## config.mk

```make
export PLATFORM = sky130hd
export DESIGN_NAME = up_down_counter
export DESIGN_NICKNAME = d
export VERILOG_FILES = /design/src/rtl/up_down_counter.sv
export SDC_FILE = /design/constraint.sdc
export NUM_CORES = 1
export LEC_CHECK = 0
export ABC_AREA = 1
export CORE_AREA = 5 5 42 44
export DETAILED_ROUTE_END_ITERATION = 7
export DIE_AREA = 0 0 47 49
export HOLD_SLACK_MARGIN = 0.06
export MAX_ROUTING_LAYER = met4
export PLACE_DENSITY = 0.5
export SLEW_MARGIN = 5
export SYNTH_ARGS = -nofsm -noshare
export SYNTH_HDL_FRONTEND = slang
export SYNTH_SLANG_ARGS = --single-unit
export TNS_END_PERCENT = 50
```

## constraint.sdc

```tcl
create_clock -name clk -period 2 [get_ports clk]
set_input_delay 0.4 -clock clk [delete_from_list [all_inputs] [get_ports clk]]
set_output_delay 0.4 -clock clk [all_outputs]
set_load 0.005 [all_outputs]
```

## src/rtl/up_down_counter.sv

```systemverilog
// rtl/up_down_counter.sv - loadable bidirectional modulo-2^WIDTH counter with hold
module up_down_counter #(
  parameter int WIDTH = 4
) (
  input  logic             clk,
  input  logic             rst,
  input  logic             ld,
  input  logic [WIDTH-1:0] ld_val,
  input  logic             dir,
  input  logic             en,
  output logic [WIDTH-1:0] count
);

  localparam logic [WIDTH-1:0] ONE = WIDTH'(1);

  logic [WIDTH-1:0] count_q;
  logic [WIDTH-1:0] count_step;

  // Wrap-around falls out of the fixed-width add/subtract.
  assign count_step = dir ? (count_q + ONE) : (count_q - ONE);

  always_ff @(posedge clk) begin
    if (rst) begin
      count_q <= '0;
    end else if (ld) begin
      count_q <= ld_val;
    end else if (en) begin
      count_q <= count_step;
    end
  end

  assign count = count_q;

endmodule

```

* After elaboration in Yosys (flattened, before gate mapping)
Index checks and enable logic that the tools add are counted.
Word-level totals: output and inout port bits 4, word-level logic and storage cells 7, register bits 4, input port bits 9
Operators by class: mux-type cells 3, add/subtract/negate cells 2, reduce and logical (&&, ||, !) cells 1
Operators by type and width (count):
- $mux 4 | 3
- $add 4x1->4 const B | 1
- $sub 4x1->4 const B | 1
- $reduce_bool 2->1 | 1

* Depth between registers and ports, before layout
Gate-level depths: netlist of the first run.
depth after elaboration 4, mapped depth 8, gate-level depth less buffers 8

* Worst setup path after synthesis of the first run
Ideal clock, no wire load.
path kind input to register, start in dir, end reg count_q[3], in the netlist count[3], path buffers 0, data required time 1.880 ns, library setup time 0.120 ns, stages 7, slack 0.680 ns, arrival time 1.199 ns, cell sequence inv_1 > ha_1 > or2_1 > nand2_1 > nand2_1 > nand3_1 > a21oi_1
On the way: longest elaborated chain between the ends 3
RTL lines:
- start, declared | line 9 | input logic dir,
- $mux 4 | line 20 | assign count_step = dir ? (count_q + ONE) : (count_q - ONE);
- $mux 4 | line 27 | end else if (en) begin
- $mux 4 | line 25 | end else if (ld) begin
- end signal, assigned | line 26 | count_q <= ld_val;
- end signal, assigned | line 28 | count_q <= count_step;
- end, declared | line 16 | logic [WIDTH-1:0] count_q;
No other way between the ends. The select of a mux whose other input is x is not followed. A chain may end at the register's enable or synchronous reset.

* Worst setup path after layout of the first run
Same ends and word-level chain as after synthesis.

==> reports/metrics.csv, run 1 <==
stage;metric;value;unit
outcome;status;complete, no violations;
floorplanning;fp.dieH;49;um
power_and_ir_drop;ir_drop;0.349;mV
worst_hold_path;hold_end;count[2];
place;dpl_cell_area;427;um2
clock_tree;cts-root-buf;clkbuf_4;
final_layout;fin_cells;73;
sta;max_slew.worst_pin.slew;0.248;ns
worst_setup_path;r2r_slack;0.80;ns
flow_run;maxCapViolCount;0;
route;wire_per_inst;9.04;um
clock_tree;postCtsSetupBuffers;0;
route;firstDrtPassIters;2;
logic_synthesis;syn_nets;54;
worst_setup_path;crit_chain;clkdlybuf4s50_1, inv_1, ha_1, or2_1, nand2_1, nand2_1, nand3_1, a21oi_1;
sta;rsz0062_at_grt;no;
logic_synthesis;yosysWarnings;0;
global_route;grt_util_all_layers;6.93;%
place;post-dp-hpwl;538;um
logic_synthesis;syn_inst;42;
logic_synthesis;synth_area;287;um2
sta;skew;0.00436;ns
final_layout;drive_above_1_share;7.02;%
final_layout;antenna_cells;0;
final_layout;final_area;449;um2
floorplanning;initial_utilization;20.4;%
clock_tree;cts_tree;yes;
logic_synthesis;synth_mux_area_share;0;%
worst_setup_path;crit_path_top_delay_cell;clkdlybuf4s50_1;
sta;final.period_utilization;82.1;%
final_layout;fill_cells;160;
final_layout;final_nets;71;
sta;finalHoldViolCount;0;
sta;slew_headroom;83.4;%
route;vias;308;
sta;fmax;609;MHz
worst_setup_path;end_kind;flop;
route;routed_wl;660;um
logic_synthesis;syn_avg_cell_area;6.82;um2
worst_setup_path;crit_path_max_fanout;4;
clock_tree;clk_pin_slew_worst_paths;0.04;ns
worst_setup_path;r2r_end;count[3];
worst_setup_path;reg2reg_from;count[2];
worst_setup_path;worstRegToRegCells;6;
logic_synthesis;synth_compound_area_share;12.2;%
final_layout;area_growth;56.8;%
clock_tree;cts-buffers-inserted;3;
clock_tree;htree_num_levels;1;
worst_setup_path;critPathRequiredTime;2.12;ns
logic_synthesis;synth_top_family_by_area;simple AND/OR/NAND/NOR gates;
sta;setup_viol;0;
power_and_ir_drop;p_leak;0.216;nW
worst_setup_path;crit_family;buffers and inverters;
floorplanning;fp-row-count;14;
logic_synthesis;ys_seq_area_share;27.9;%
floorplanning;fp.dieW;47;um
place;io_buffers;12;
route;drc_errors;0;
worst_setup_path;crit_buf_inv;2;
global_route;grt_pass1_vias;276;
worst_setup_path;worstSetupStartpointType;primary input;
worst_hold_path;hold_start;count[2];
power_and_ir_drop;power_density;599;nW/um2
global_route;overflow;0;
place;place.gp.congestion;0.663;
worst_setup_path;crit_type;primary input to flop;
clock_tree;clk_latency;0.24;ns
floorplanning;dieArea;2300;um2
logic_synthesis;synth_fa_ha_area_share;15.7;%
floorplanning;core-area;1400;um2
worst_setup_path;path_common_cell;nand2_1;
sta;tns;0;ns
clock_tree;ctsResizeCount;0;
clock_tree;cts_hold_buf;0;
logic_synthesis;synth-simple-area-share;33.2;%
sta;final-max-slew-violation-count;0;
route;vias_per_cell;4.22;
global_route;grt_pass1_wl;1.09;mm
global_route;grt_max_degree;8;
route;ant_nets;0;
worst_setup_path;cp.arrival;1.76;ns
clock_tree;cts_sinks;4;
worst_hold_path;holdPathStages;2;
logic_synthesis;synth_xor_area_share;3.06;%
route;drtIter0Drc;2;
clock_tree;clockBufferDepth;2;
logic_synthesis;yosysUniqueCellTypes;16;
place;dp.cells;70;
floorplanning;io-pin-count;13;
worst_hold_path;hold_path_class;flop to flop;
logic_synthesis;ys_ff_latch;4;
sta;min_period;1.64;ns
final_layout;largest_reg_flops;4;
final_layout;fin_util;32.1;%
power_and_ir_drop;power;0.269;mW
worst_setup_path;crit_path_max_incr_delay;0.48;ns
global_route;antenna_found_initial;0;
area by class of cell:
cell class                 count  area, um2  area share [%]
tap                           16       20.0            4.46
timing repair buffer          12        120            26.7
inverter                       6       22.5            5.01
clock buffer                   3       22.5            5.01
multi-input combinational     32        184            40.9
sequential                     4       80.1            17.8
worst reg2reg max path: stages (launching register included):
cell and delay (ns):
dfxtp_1 0.37, ha_1 0.27, or2_1 0.23, nand2_1 0.07, nand2_1 0.04, nand3_1 0.05
a21oi_1 0.06
placed cells by master (no fill, tap or decap), types with 2 or more instances in the layout:
cell type        count
inv_1                6
nor2_1               2
nand2_1             16
ha_1                 2
dfxtp_1              4
nand3_1              2
clkbuf_4             3
clkdlybuf4s50_1     12
metal layers:
layer | global-route usage [%] | wire length [um] | up-vias
met5 | - | 0 | -
met4 | 0 | 0 | 0
met3 | 6.64 | 90 | 0
met1 | 9.65 | 328 | 129
li1 | - | - | 164
met2 | 7.69 | 241 | 15
cells by family after synthesis:
| logic type | after synthesis |
|---|---|
| XOR/XNOR | 1 |
| AO/OA/AOI/OAI | 5 |
| AND/OR/NAND/NOR | 23 |
| buffers and inverters | 6 |
| adder cells (fa/ha/maj) | 3 |
| flip-flops | 4 |
stage by stage:
| step | hold WS, ns | worst slack [ns] |
|---|---|---|
| 2_1_floorplan | 0.469 | 0.680 |
| 3_5_place_dp | 0.533 | 0.121 |
| 5_1_grt | 0.560 | 0.218 |
| 4_1_cts | 0.538 | 0.353 |
| 6_report | 0.522 | 0.359 |
| 3_3_place_gp | 0.522 | 0.125 |
worst max path at each step:
| stage | startpoint | endpoint | slack (ns) | cells after the start |
|---|---|---|---|---|
| finish | dir | count[3] | 0.36 | 8 |
| global route | dir | count[3] | 0.22 | 7 |
| CTS | dir | count[3] | 0.35 | 7 |
| detailed placement | dir | count[3] | 0.12 | 8 |
| global placement | dir | count[3] | 0.12 | 8 |
| floorplan | dir | count[3] | 0.68 | 7 |
power breakdown:
group / switching [mW] / leakage (nW) / internal (mW)
combinational: 0.0300 / 0.169 / 0.0420
clock: 0.0357 / 0.0138 / 0.0673
sequential: 0.00740 / 0.0331 / 0.0866
total: 0.0732 / 0.216 / 0.196
cell usage after synthesis:
cell	number	area (um2)
xor2_1	1	8.76
nor3_1	1	5.00
a22oi_1	1	7.51
or2_1	1	6.26
a31o_1	1	8.76
inv_1	6	22.5
ha_1	2	25.0
a21oi_1	1	5.00
nor2_2	1	6.26
fa_1	1	20.0
nor2_1	2	7.51
nand2_1	16	60.1
dfxtp_1	4	80.1
o21bai_1	1	7.51
nand3_1	2	10.0
a31oi_1	1	6.26
Note: power is estimated with default switching activity, not from simulation.
==> run 2, diff against run 1 <==
PLACE_DENSITY = 0.52   (was 0.5)
clock period = 1.4 ns   (was 2 ns; I/O delays follow)
==> run 2 against run 1 <==
Net effect:
- register-to-register slack lost 0.58 ns
- first-iteration DRC count grew to 2.5 times the previous value
- sequential share of layout area grew 0.26 points
- clock power grew 41%
- clock skew shrank 0.0040 ns
- clock-buffer cell count is the same
- critical endpoint is now count[2]
- cell count grew 2.7%
- cell area grew 7.8%
- highest routed layer is now met4
- core utilization grew 2.5 points
- hold slack lost 0.012 ns
- sequential cell count is the same
- critical path type is now flop to primary output
- global-route usage grew 0.74 points
==> reports/metrics.csv, run 2 (synthesis results as in run 1) <==
stage;metric;value;unit;change
clock_tree;clk_latency;0.24;ns;about the same
floorplanning;fp.dieW;47;um;unchanged
worst_setup_path;crit_chain;clkdlybuf4s50_1;;
route;drc_errors;0;;unchanged
clock_tree;cts-root-buf;clkbuf_4;;
worst_setup_path;crit_type;flop to primary output;;
route;ant_nets;0;;unchanged
global_route;antenna_found_initial;0;;unchanged
floorplanning;io-pin-count;13;;unchanged
power_and_ir_drop;power_density;810;nW/um2;+35%
route;vias;319;;+3.6%
floorplanning;core-area;1400;um2;unchanged
global_route;grt_max_degree;7;;-1
sta;setup_viol;0;;unchanged
route;routed_wl;681;um;+3.2%
worst_setup_path;crit_path_max_incr_delay;0.51;ns;+0.03 ns
place;place.gp.congestion;0.736;;+11%
sta;final.period_utilization;98.3;%;
worst_setup_path;crit_path_max_fanout;3;;-1
worst_setup_path;r2r_slack;0.22;ns;-0.58 ns
floorplanning;fp-row-count;14;;unchanged
worst_setup_path;cp.arrival;1.10;ns;-0.66 ns
route;drtIter0Drc;5;;+3
clock_tree;cts_tree;yes;;
sta;rsz0062_at_grt;no;;
final_layout;final_nets;73;;+2.8%
final_layout;fin_cells;75;;+2.7%
route;firstDrtPassIters;4;;+2
sta;final-max-slew-violation-count;0;;unchanged
final_layout;drive_above_1_share;20.3;%;+13 points
place;post-dp-hpwl;559;um;+3.9%
final_layout;area_growth;69.0;%;
final_layout;antenna_cells;0;;unchanged
clock_tree;cts-buffers-inserted;3;;unchanged
clock_tree;clockBufferDepth;2;;unchanged
route;wire_per_inst;9.08;um;+0.43%
power_and_ir_drop;p_leak;0.245;nW;+14%
clock_tree;clk_pin_slew_worst_paths;0.04;ns;about the same
sta;max_slew.worst_pin.slew;0.220;ns;-0.0286 ns
worst_setup_path;critPathRequiredTime;1.12;ns;-1.00 ns
worst_setup_path;worstSetupStartpointType;flop;;
worst_setup_path;end_kind;primary output;;
global_route;grt_util_all_layers;7.67;%;+0.74 points
clock_tree;cts_sinks;4;;unchanged
flow_run;maxCapViolCount;0;;unchanged
place;dp.cells;72;;+2.9%
sta;setup_slack;0.0236;ns;-0.335 ns
final_layout;largest_reg_flops;4;;unchanged
floorplanning;initial_utilization;20.4;%;unchanged
global_route;grt_pass1_wl;1.19;mm;+9.4%
sta;skew;0.000369;ns;-0.00399 ns
clock_tree;htree_num_levels;1;;unchanged
outcome;status;complete, no violations;;
sta;fmax;727;MHz;
worst_hold_path;hold_path_class;flop to flop;;
worst_setup_path;crit_path_top_delay_cell;clkdlybuf4s50_1;;
place;pre_cts_ws;-0.342;ns;-0.463 ns
floorplanning;dieArea;2300;um2;unchanged
final_layout;layout_commonest_cell;nand2_1;;
floorplanning;fp.dieH;49;um;unchanged
sta;min_period;1.38;ns;
global_route;overflow;0;;unchanged
global_route;grt_pass1_vias;318;;+15%
place;io_buffers;12;;unchanged
power_and_ir_drop;ir_drop;0.545;mV;+56%
route;vias_per_cell;4.25;;+0.81%
sta;finalHoldViolCount;0;;unchanged
sta;slew_headroom;85.3;%;+1.9 points
worst_setup_path;crit_buf_inv;1;;-1
final_layout;final_cell_mix;16 x nand2_1, 9 x clkdlybuf4s50_1, 5 x inv_1, 3 x clkbuf_4, 3 x dfxtp_2;;
worst_setup_path;crit_family;buffers and inverters;;
-- run 2: per-layer routing --
layer,global-route usage (%),share of wire [%]
met1,7.96,42
met2,9.95,42
met3,6.27,14
met4,4.15,2.1
met5,-,0
-- run 2: layout make-up --
cell class,instances,area (um2)
clock buffers,3,22.5
fillers,167,917
inverters,6,22.5
multi-input cells,32,196
flip-flops and latches,4,87.6
well taps,16,20.0
repair buffers,14,135
-- run 2: worst paths after layout --
kind,endpoint,start,cells past startpoint
max,count[2],count[2],1
min,count[2],count[2],2
max reg2reg,count[1],count[0],4
min reg2reg,count[2],count[2],2
-- run 2: per-stage QoR --
stage	power, mW	TNS, ns	instance area (um2)	utilization, %	hold WS, ns
floorplan	0.186	0	287	-	0.349
global placement	0.248	-1.02	442	31.5	0.516
detailed placement	0.247	-0.976	442	31.5	0.516
CTS	0.403	0	482	34.4	0.514
global route	0.428	0	484	34.6	0.543
finish	0.392	0	484	34.6	0.509
-- run 2: power by group --
part	internal, mW	switching [mW]
Sequential	0.125	0.0110
Clock	0.0960	0.0491
Combinational	0.0658	0.0452
Total	0.287	0.105
-- run 2: what timing repair did --
action,in CTS,in global routing
setup endpoints to repair,7,1
hold buffers,0,0
endpoints found under the hold margin,0,0
gates resized for setup,9,1
buffers inserted,0,0
==> run 3, diff against run 2 <==
SKIP_CTS_REPAIR_TIMING = 1   (was not set)
==> run 3 against run 2 <==
Net effect:
- largest cell class unchanged
- clock power hardly changed
- combinational power about the same
- global-route usage shrank 0.36 points
- the flow now finishes with violations (negative setup slack)
- highest routed layer unchanged
==> reports/metrics.csv, run 3 (synthesis results as in run 1) <==
stage;metric;value;unit;change
flow_run;maxCapViolCount;0;;unchanged
clock_tree;cts_tree;yes;;
route;highest_layer;met4;;
clock_tree;clk_latency;0.24;ns;about the same
final_layout;multi_input_area;184;um2;-6.4%
sta;rsz0062_at_grt;yes;;
power_and_ir_drop;switching_share;26.3;%;-0.53 points
worst_setup_path;critPathRequiredTime;1.12;ns;about the same
power_and_ir_drop;comb_power_share;28.0;%;-0.3 points
worst_setup_path;crit_path_top_delay_cell;clkdlybuf4s50_1;;
clock_tree;clockBufferDepth;2;;unchanged
global_route;grt_util_all_layers;7.31;%;-0.36 points
floorplanning;io-pin-count;13;;unchanged
sta;hold_ws;0.498;ns;-0.0115 ns
sta;max_slew.worst_pin.slew;0.218;ns;-0.00181 ns
route;firstDrtPassIters;2;;-2
worst_setup_path;crit_path_max_fanout;5;;+2
route;vias_per_cell;4.27;;+0.31%
global_route;grt_pass1_wl;1.13;mm;-5.2%
place;pre_cts_ws;-0.342;ns;unchanged
route;routed_wl;654;um;-4.0%
worst_setup_path;cp.arrival;1.13;ns;+0.03 ns
sta;min_period;1.41;ns;+0.0293 ns
route;vias;320;;+0.31%
worst_setup_path;crit_chain;clkdlybuf4s50_1;;
worst_setup_path;worstRegToRegCells;6;;+2
clock_tree;cts-buffers-inserted;3;;unchanged
floorplanning;initial_utilization;20.4;%;unchanged
place;place.gp.congestion;0.736;;unchanged
worst_setup_path;reg2reg_from;count[2];;
clock_tree;cts-root-buf;clkbuf_4;;
worst_setup_path;r2r_slack;0.23;ns;about the same
floorplanning;fp.dieW;47;um;unchanged
clock_tree;clk_pin_slew_worst_paths;0.04;ns;about the same
worst_hold_path;hold_path_class;flop to flop;;
route;routedLengthMet1;289;um;+1.4%
outcome;status;finished with violations;;
global_route;antenna_found_initial;0;;unchanged
place;post-dp-hpwl;559;um;unchanged
power_and_ir_drop;ir_drop;0.540;mV;-0.86%
final_layout;layout_commonest_cell;nand2_1;;
global_route;grt_max_degree;7;;unchanged
power_and_ir_drop;p_int;0.286;mW;-0.18%
final_layout;final_area;473;um2;-2.3%
floorplanning;fp-row-count;14;;unchanged
worst_setup_path;worstSetupStartpointType;flop;;
final_layout;seq_area;83.8;um2;-4.3%
route;drtIter0Drc;5;;unchanged
power_and_ir_drop;power;0.389;mW;-0.89%
route;met3_length;90;um;-3.2%
final_layout;drive_above_1_share;16.9;%;-3.4 points
sta;finalHoldViolCount;0;;unchanged
final_layout;fill_cells;162;;-3.0%
worst_setup_path;r2r_end;count[3];;
power_and_ir_drop;clkPwrFrac;37.1;%;about the same
worst_hold_path;holdPathStages;2;;unchanged
final_layout;final_nets;73;;unchanged
place;dpl_cell_area;442;um2;unchanged
floorplanning;dieArea;2300;um2;unchanged
place;io_buffers;12;;unchanged
sta;slew_headroom;85.4;%;+0.12 points
final_layout;antenna_cells;0;;unchanged
route;drc_errors;0;;unchanged
power_and_ir_drop;switchingPower;0.102;mW;-2.8%
sta;setup_viol;1;;+1
worst_hold_path;hold_end;count[2];;
power_and_ir_drop;power_density;822;nW/um2;+1.5%
worst_setup_path;end_kind;primary output;;
final_layout;largest_reg_flops;4;;unchanged
worst_setup_path;crit_path_max_incr_delay;0.52;ns;about the same
power_and_ir_drop;p_leak;0.250;nW;+1.8%
outcome;violations;negative setup slack;;
worst_setup_path;crit_family;buffers and inverters;;
floorplanning;core-area;1400;um2;unchanged
power_and_ir_drop;seqPwrFrac;34.9;%;+0.2 points
clock_tree;cts_sinks;4;;unchanged
final_layout;final_cell_mix;16 x nand2_1, 10 x clkdlybuf4s50_1, 5 x inv_1, 3 x clkbuf_4, 3 x dfxtp_2;;
sta;skew;0.000575;ns;+0.000205 ns
floorplanning;fp.dieH;49;um;unchanged
sta;final.period_utilization;100;%;+2.1 points
worst_setup_path;crit_type;flop to primary output;;
route;met2_length;262;um;-8.7%
worst_hold_path;hold_start;count[2];;
sta;final-max-slew-violation-count;0;;unchanged
final_layout;area_growth;65.1;%;
clock_tree;htree_num_levels;1;;unchanged
global_route;overflow;0;;unchanged
worst_setup_path;crit_buf_inv;1;;unchanged
route;ant_nets;0;;unchanged
sta;fmax;711;MHz;-2.1%
sta;setup_slack;-0.00572;ns;-0.0293 ns
global_route;grt_pass1_vias;294;;-7.5%
route;wire_per_inst;8.72;um;-4.0%
==> run 3: cell count changes in the layout (fill, tap and decap cells not counted), sizes merged <==
cell / previous run / this run
clkdlybuf4s50: 9 / 10
dlymetal6s2s: 1 / 2
dlygate4sd2: 2 / 0
==> run 3: through the flow <==
step           std cells  TNS (ns)  utilization, %
5_1_grt               75   -0.0474            33.8
3_5_place_dp          72    -0.976            31.5
4_1_cts               75    -0.433            33.1
6_report              75  -0.00572            33.8
3_3_place_gp          72     -1.02            31.5
2_1_floorplan         42         0               -
==> run 3: final cells by class <==
cell class	count	share of cell area, %
Timing Repair Buffer	14	29.6
Multi-Input combinational cell	32	38.9
Sequential cell	4	17.7
Tap cell	16	4.23
Clock buffer	3	4.76
Inverter	6	4.76
==> run 3: power groups by stage <==
| stage | Sequential, mW | Combinational (mW) | Clock (mW) |
|---|---|---|---|
| after floorplan | 0.135 | 0.0509 | 0 |
| after global placement | 0.137 | 0.112 | 0 |
| after detailed placement | 0.136 | 0.111 | 0 |
| after CTS | 0.135 | 0.112 | 0.153 |
| after global routing | 0.137 | 0.125 | 0.161 |
| final | 0.136 | 0.109 | 0.144 |
==> run 3: worst max path at each step <==
stage | from | endpoint | slack, ns | cells after the start
global route | count[0] | count[0] | -0.05 | 1
floorplan | dir | count[3] | 0.20 | 7
detailed placement | dir | count[3] | -0.34 | 8
CTS | dir | count[3] | -0.10 | 8
global placement | dir | count[3] | -0.35 | 8
finish | count[0] | count[0] | -0.006 | 1
==> run 3: routing by layer <==
metal  vias up  global-route usage (%)
met1       131                    8.19
li1        170                       -
met2        15                    8.60
met5         -                       -
met3         4                    6.27
met4         0                    4.15
